--- src/rtl/vga_mode_sequencer_if.sv ---
// Request/status bundle between the processor-side requester and the VGA mode sequencer.
// The sync generator's iVS rides along since it paces every fade step.
interface vga_mode_sequencer_if #(
    parameter int MODE_W  = 3,
    parameter int LEVEL_W = 3,
    parameter int CNT_W   = 16
);
    logic               iVS;
    logic [MODE_W-1:0]  iMode_req;
    logic               iReq_valid;
    logic               oReq_ready;
    logic [MODE_W-1:0]  oMode;
    logic [LEVEL_W-1:0] oLevel;
    logic               oApply;
    logic               oBusy;
    logic [CNT_W-1:0]   oFrame_cnt;

    modport master (
        output iVS, iMode_req, iReq_valid,
        input  oReq_ready, oMode, oLevel, oApply, oBusy, oFrame_cnt
    );

    modport slave (
        input  iVS, iMode_req, iReq_valid,
        output oReq_ready, oMode, oLevel, oApply, oBusy, oFrame_cnt
    );
endinterface

--- src/rtl/vga_mode_sequencer.sv ---
// Frame-synchronous screen-mode scheduler: a mode change is applied only while the
// picture is faded to black, stepping brightness once every FADE_FRAMES frames.
//
//   state    | meaning
//   STEADY   | full brightness, accepting requests
//   FADE_OUT | dimming one level per FADE_FRAMES frames
//   SWITCH   | one cycle at black: load the pending mode
//   FADE_IN  | brightening back up to full
module vga_mode_sequencer #(
    parameter int FADE_FRAMES = 4,
    parameter int LEVEL_W     = 3,
    parameter int MODE_W      = 3,
    parameter int CNT_W       = 16
) (
    input  logic                 iVGA_CLK,
    input  logic                 iRST_n,
    vga_mode_sequencer_if.slave  bus
);
    typedef enum logic [1:0] {STEADY, FADE_OUT, SWITCH, FADE_IN} state_t;

    localparam logic [LEVEL_W-1:0] LMAX     = '1;
    localparam int                 DIV_W    = (FADE_FRAMES > 1) ? $clog2(FADE_FRAMES) : 1;
    localparam logic [DIV_W-1:0]   DIV_LAST = DIV_W'(FADE_FRAMES - 1);

    state_t             state, state_next;
    logic               vs_d;
    logic [DIV_W-1:0]   div;
    logic [LEVEL_W-1:0] level;
    logic [MODE_W-1:0]  mode;
    logic [MODE_W-1:0]  pending;
    logic               apply;
    logic [CNT_W-1:0]   frame_cnt;
    logic               ready;
    logic               busy;
    logic               tick;
    logic               fading;
    logic               step;
    logic               accept;

    assign tick   = vs_d & ~bus.iVS;
    assign fading = (state == FADE_OUT) || (state == FADE_IN);
    assign step   = fading && tick && (div == DIV_LAST);
    assign accept = ready && bus.iReq_valid;

    always_ff @(posedge iVGA_CLK or negedge iRST_n) begin
        if (!iRST_n) state <= STEADY;
        else         state <= state_next;
    end

    always_comb begin
        state_next = state;
        case (state)
            STEADY:   if (accept && (bus.iMode_req != mode)) state_next = FADE_OUT;
            FADE_OUT: if (step && (level == LEVEL_W'(1)))     state_next = SWITCH;
            SWITCH:   state_next = FADE_IN;
            FADE_IN:  if (step && (level == LMAX - LEVEL_W'(1))) state_next = STEADY;
            default:  state_next = STEADY;
        endcase
    end

    always_comb begin
        ready = (state == STEADY);
        busy  = (state != STEADY);
    end

    // div sits at 0 outside the fades, so a tick in the accept cycle never counts
    always_ff @(posedge iVGA_CLK or negedge iRST_n) begin
        if (!iRST_n) begin
            vs_d      <= 1'b1;
            div       <= '0;
            level     <= LMAX;
            mode      <= '0;
            pending   <= '0;
            apply     <= 1'b0;
            frame_cnt <= '0;
        end else begin
            vs_d  <= bus.iVS;
            apply <= (state == SWITCH);

            if (!fading)  div <= '0;
            else if (tick) div <= (div == DIV_LAST) ? '0 : div + DIV_W'(1);

            if (step) begin
                if (state == FADE_OUT) level <= level - LEVEL_W'(1);
                else                   level <= level + LEVEL_W'(1);
            end

            if (accept)            pending <= bus.iMode_req;
            if (state == SWITCH)   mode    <= pending;

            if (state == SWITCH)                   frame_cnt <= '0;
            else if (tick && (frame_cnt != '1))    frame_cnt <= frame_cnt + CNT_W'(1);
        end
    end

    assign bus.oReq_ready = ready;
    assign bus.oBusy      = busy;
    assign bus.oMode      = mode;
    assign bus.oLevel     = level;
    assign bus.oApply     = apply;
    assign bus.oFrame_cnt = frame_cnt;
endmodule
--- src/flat_wrapper.sv ---
// flat-port wrapper written by rule: the top's interface ports become plain ports
module vga_mode_sequencer_flat 
#(
    parameter int FADE_FRAMES = 4,
    parameter int LEVEL_W     = 3,
    parameter int MODE_W      = 3,
    parameter int CNT_W       = 16
)
  (iVGA_CLK, iRST_n, bus_iVS, bus_iMode_req, bus_iReq_valid, bus_oReq_ready, bus_oMode, bus_oLevel, bus_oApply, bus_oBusy, bus_oFrame_cnt);
  vga_mode_sequencer_if #(.MODE_W(MODE_W), .LEVEL_W(LEVEL_W), .CNT_W(CNT_W)) bus_i ();
  input  logic iVGA_CLK;
  input  logic iRST_n;
  input wire logic [$bits(bus_i.iVS)-1:0] bus_iVS;
  input wire logic [$bits(bus_i.iMode_req)-1:0] bus_iMode_req;
  input wire logic [$bits(bus_i.iReq_valid)-1:0] bus_iReq_valid;
  output wire logic [$bits(bus_i.oReq_ready)-1:0] bus_oReq_ready;
  output wire logic [$bits(bus_i.oMode)-1:0] bus_oMode;
  output wire logic [$bits(bus_i.oLevel)-1:0] bus_oLevel;
  output wire logic [$bits(bus_i.oApply)-1:0] bus_oApply;
  output wire logic [$bits(bus_i.oBusy)-1:0] bus_oBusy;
  output wire logic [$bits(bus_i.oFrame_cnt)-1:0] bus_oFrame_cnt;
  assign bus_i.iVS = bus_iVS;
  assign bus_i.iMode_req = bus_iMode_req;
  assign bus_i.iReq_valid = bus_iReq_valid;
  assign bus_oReq_ready = bus_i.oReq_ready;
  assign bus_oMode = bus_i.oMode;
  assign bus_oLevel = bus_i.oLevel;
  assign bus_oApply = bus_i.oApply;
  assign bus_oBusy = bus_i.oBusy;
  assign bus_oFrame_cnt = bus_i.oFrame_cnt;
  vga_mode_sequencer #(.FADE_FRAMES(FADE_FRAMES), .LEVEL_W(LEVEL_W), .MODE_W(MODE_W), .CNT_W(CNT_W)) u_core (.iVGA_CLK(iVGA_CLK), .iRST_n(iRST_n), .bus(bus_i));
endmodule
--- config.mk ---
export PLATFORM = sky130hd
export DESIGN_NAME = vga_mode_sequencer_flat
export DESIGN_NICKNAME = d
export VERILOG_FILES = /design/src/rtl/vga_mode_sequencer_if.sv /design/src/rtl/vga_mode_sequencer.sv /design/src/flat_wrapper.sv
export SDC_FILE = /design/constraint.sdc
export NUM_CORES = 1
export LEC_CHECK = 0
export CORE_ASPECT_RATIO = 1.75
export CORE_MARGIN = 10
export CORE_UTILIZATION = 46
export DETAILED_ROUTE_END_ITERATION = 7
export GPL_ROUTABILITY_DRIVEN = 0
export PLACE_DENSITY = 0.77
export SETUP_SLACK_MARGIN = 0.1
export SYNTH_ARGS = -nofsm -noshare
export SYNTH_HDL_FRONTEND = slang
export SYNTH_SLANG_ARGS = --single-unit
--- constraint.sdc ---
create_clock -name iVGA_CLK -period 1.74 [get_ports iVGA_CLK]
set_input_delay 0.522 -clock iVGA_CLK [delete_from_list [all_inputs] [get_ports iVGA_CLK]]
set_output_delay 0.522 -clock iVGA_CLK [all_outputs]
set_load 0.1 [all_outputs]
==> metrics.txt <==
share of post-route cells with drive strength above 1 62.1%; full die area 0.00672 mm²; worst-margin pin slew 0.335 ns; worst hold path depth 1; CTS Hold Bufs 0; latest clock arrival within the worst-skew pair 0.28 ns; violated checks setup timing; Leakage 1.31 nW; status complete, but fails checks; Final Cycle Share 106%; first-pass GRT wire length 8360 µm; initial drt markers 84; ys async rst share 100%; Vias/cell 5.69; total global routing overflow 0; critical path class flip-flop to output port; Initial Utilization 47.7%; Die Width 66.4 µm; Post-synth EDFFs 0; area of the multi-input gates 0.00113 mm²; n_diodes 0; crit path max fanout 2; Unique masters post-synth 42; RSZ-0062 raised after global routing true; cell count after synthesis 162; max-slew violation count 0; Final ANT Viol Nets 0; Crit path arrival time 1.33 ns; fin util 86.1%; hold wc startpoint u_core.pending[2]$_DFFE_PN0P_; final hold violation count 0; Layout area overhead 80.5%; reg-to-reg slack, setup -0.09 ns; Slew HR 77.4%; fillers 170; Hold Path Class flip-flop to flip-flop; clk slew on worst S/H paths 0.07 ns; core area 0.00363 mm²; CTS tree yes; antenna violations before repair 0; routed wire length 5710 µm; post-synthesis sequential area ratio 45.1%; worst slack, placed -0.370 ns; Num CTS Buffers 5; Worst Path Required 1.22 ns; synthesized cell area 0.00173 mm²; final net count 260; DRT Pass-1 Iters 4; hpwl dp 3710 µm; max_cap viols 0; final worst slack -0.107 ns; Clock Skew 0.00727 ns; Vias 1643; Max rail drop VDD 1700 µV; #FFs+latches synth 31; syn nets 180; average instance area after synthesis 10.7 µm²; largest net degree at the start of global routing 32; clk sink count 31; CTS H-tree lvls 2; DRC 0; Critical Path End Type output port; dpl cell area 0.00269 mm²; Ys Warns 0; total power 4.83 mW; Fmax 541 MHz; startpoint types flip-flop; Reg2Reg Depth 5; Worst R2R Start u_core.bus.oLevel[0]$_DFFE_PN1P_; Setup-failing EPs final 5; Pwr Density 1550 mW/mm²; fin area 0.00313 mm²; root buffer cell clkbuf_8; Final Critical Period 1.85 ns; Die H 101 µm; Tot GR Track Use 15.7%; Top FF cell, synth dfrtp_1; vias in the first global route 1751; Ports 32; PortBufs 31; Max Buffers Root-to-Sink 2; Avg WL per Cell 19.7 µm; r2r endpoint u_core.state[1]$_DFFE_PN0P_; hold endpoint u_core.bus.oMode[2]$_DFFE_PN0P_; row cnt 29; Seq. cell area 845 µm²
## worst max path at each step
stage / startpoint / end / slack, ns
after floorplan: u_core.state[1]$_DFFE_PN0P_ / u_core.state[1]$_DFFE_PN0P_ / -0.42
after global placement: bus_iVS / u_core.bus.oFrame_cnt[15]$_DFFE_PN0P_ / -0.31
after detailed placement: bus_iVS / u_core.bus.oFrame_cnt[11]$_DFFE_PN0P_ / -0.37
after CTS: u_core.state[0]$_DFFE_PN0P_ / bus_oBusy / -0.08
after global routing: u_core.state[1]$_DFFE_PN0P_ / bus_oBusy / -0.14
final: u_core.state[1]$_DFFE_PN0P_ / bus_oBusy / -0.11
## layout make-up
| type | count | share of cell area, % |
|---|---|---|
| inverters | 10 | 1.56 |
| clock buffers | 7 | 2.44 |
| repair buffers | 77 | 30.9 |
| well taps | 46 | 1.84 |
| multi-input cells | 117 | 36.1 |
| clock inverters | 1 | 0.160 |
| flip-flops and latches | 31 | 27.0 |
## placed cells by master, fill, tap and decap left out, drive strengths merged, types with 2 or more instances in the layout
cell type and instances:
nand3b 2, dfrtp 27, mux2 10, or4 3
o41ai 2, nor3 5, clkbuf 7, dlygate4sd2 2
nand2 10, or3 4, o21ai 5, a21oi 12
nor4 2, inv 9, nor2b 3, or2 2
dfstp 4, xnor2 2, nand3 4, nand4 4
mux2i 4, and3 3, o311ai 2, clkdlybuf4s50 3
nor2 10, buf 71, ha 11, o31ai 3
xor2 5
## kinds of logic after synthesis
| kind of cell | count (synthesis) | share of synthesized area [%] |
|---|---|---|
| and+or+nand+nor | 56 | 19.5 |
| DFF | 31 | 45.1 |
| buffers and inverters | 14 | 3.68 |
| xor gates and xnor gates | 7 | 3.54 |
| muxes | 14 | 8.82 |
| adders and majority gates | 11 | 7.95 |
| AOI/OAI and AO/OA | 29 | 11.4 |
## power by group
group | internal (mW) | total, mW | switching, mW
clock network | 0.280 | 0.545 | 0.265
registers | 0.939 | 1.12 | 0.185
logic | 1.41 | 3.16 | 1.76
total | 2.62 | 4.83 | 2.21
## flip-flops by register name, indices dropped and copies added (netlist names)
register / count
u_core.pending: 3
u_core.state: 2
u_core.bus.oApply: 1
u_core.bus.oLevel: 3
u_core.div: 2
u_core.vs_d: 1
u_core.bus.oFrame_cnt: 16
u_core.bus.oMode: 3
## Yosys cell counts, drive strengths merged, types with 3 or more instances
library cell,n,area [µm²]
buf,3,22.5
xor2,5,43.8
nand2,10,37.5
nor3,5,25.0
nand3,4,20.0
mux2i,4,40.0
ha,11,138
mux2,10,113
o31ai,3,22.5
o21ai,5,25.0
nor2,10,37.5
inv,10,37.5
nand4,4,55.1
or4,3,22.5
or3,4,26.3
dfstp,4,105
dfrtp,27,676
and3,3,20.0
a21oi,12,60.1
nor2b,3,18.8
## through the flow
step	cells	setup TNS (ns)	hold slack (ns)
floorplan	162	-0.841	0.226
global placement	264	-4.06	0.480
detailed placement	264	-4.97	0.491
CTS	286	-0.216	0.505
global route	289	-0.534	0.533
finish	289	-0.319	0.510
## layer usage
metal / global-route usage [%] / up-vias / part of all wire (%)
met1: 14.8 / 817 / 35
met2: 29.3 / 67 / 57
met5: 0 / - / 0
met3: 3.76 / 17 / 5.4
met4: 8.91 / 0 / 2.2
li1: - / 742 / -
## critical path, stage by stage, from the launching register on
cell and delay, ns:
dfrtp_1 0.41, buf_6 0.14, inv_4 0.05, ha_4 0.15, clkinvlp_4 0.12, buf_12 0.18
## repair_timing
action	CTS	global route
buffers inserted	14	3
resized for setup	18	35
setup endpoints to repair	18	20
pin swaps	13	13
No activity file was read; power rests on OpenSTA's default activity.
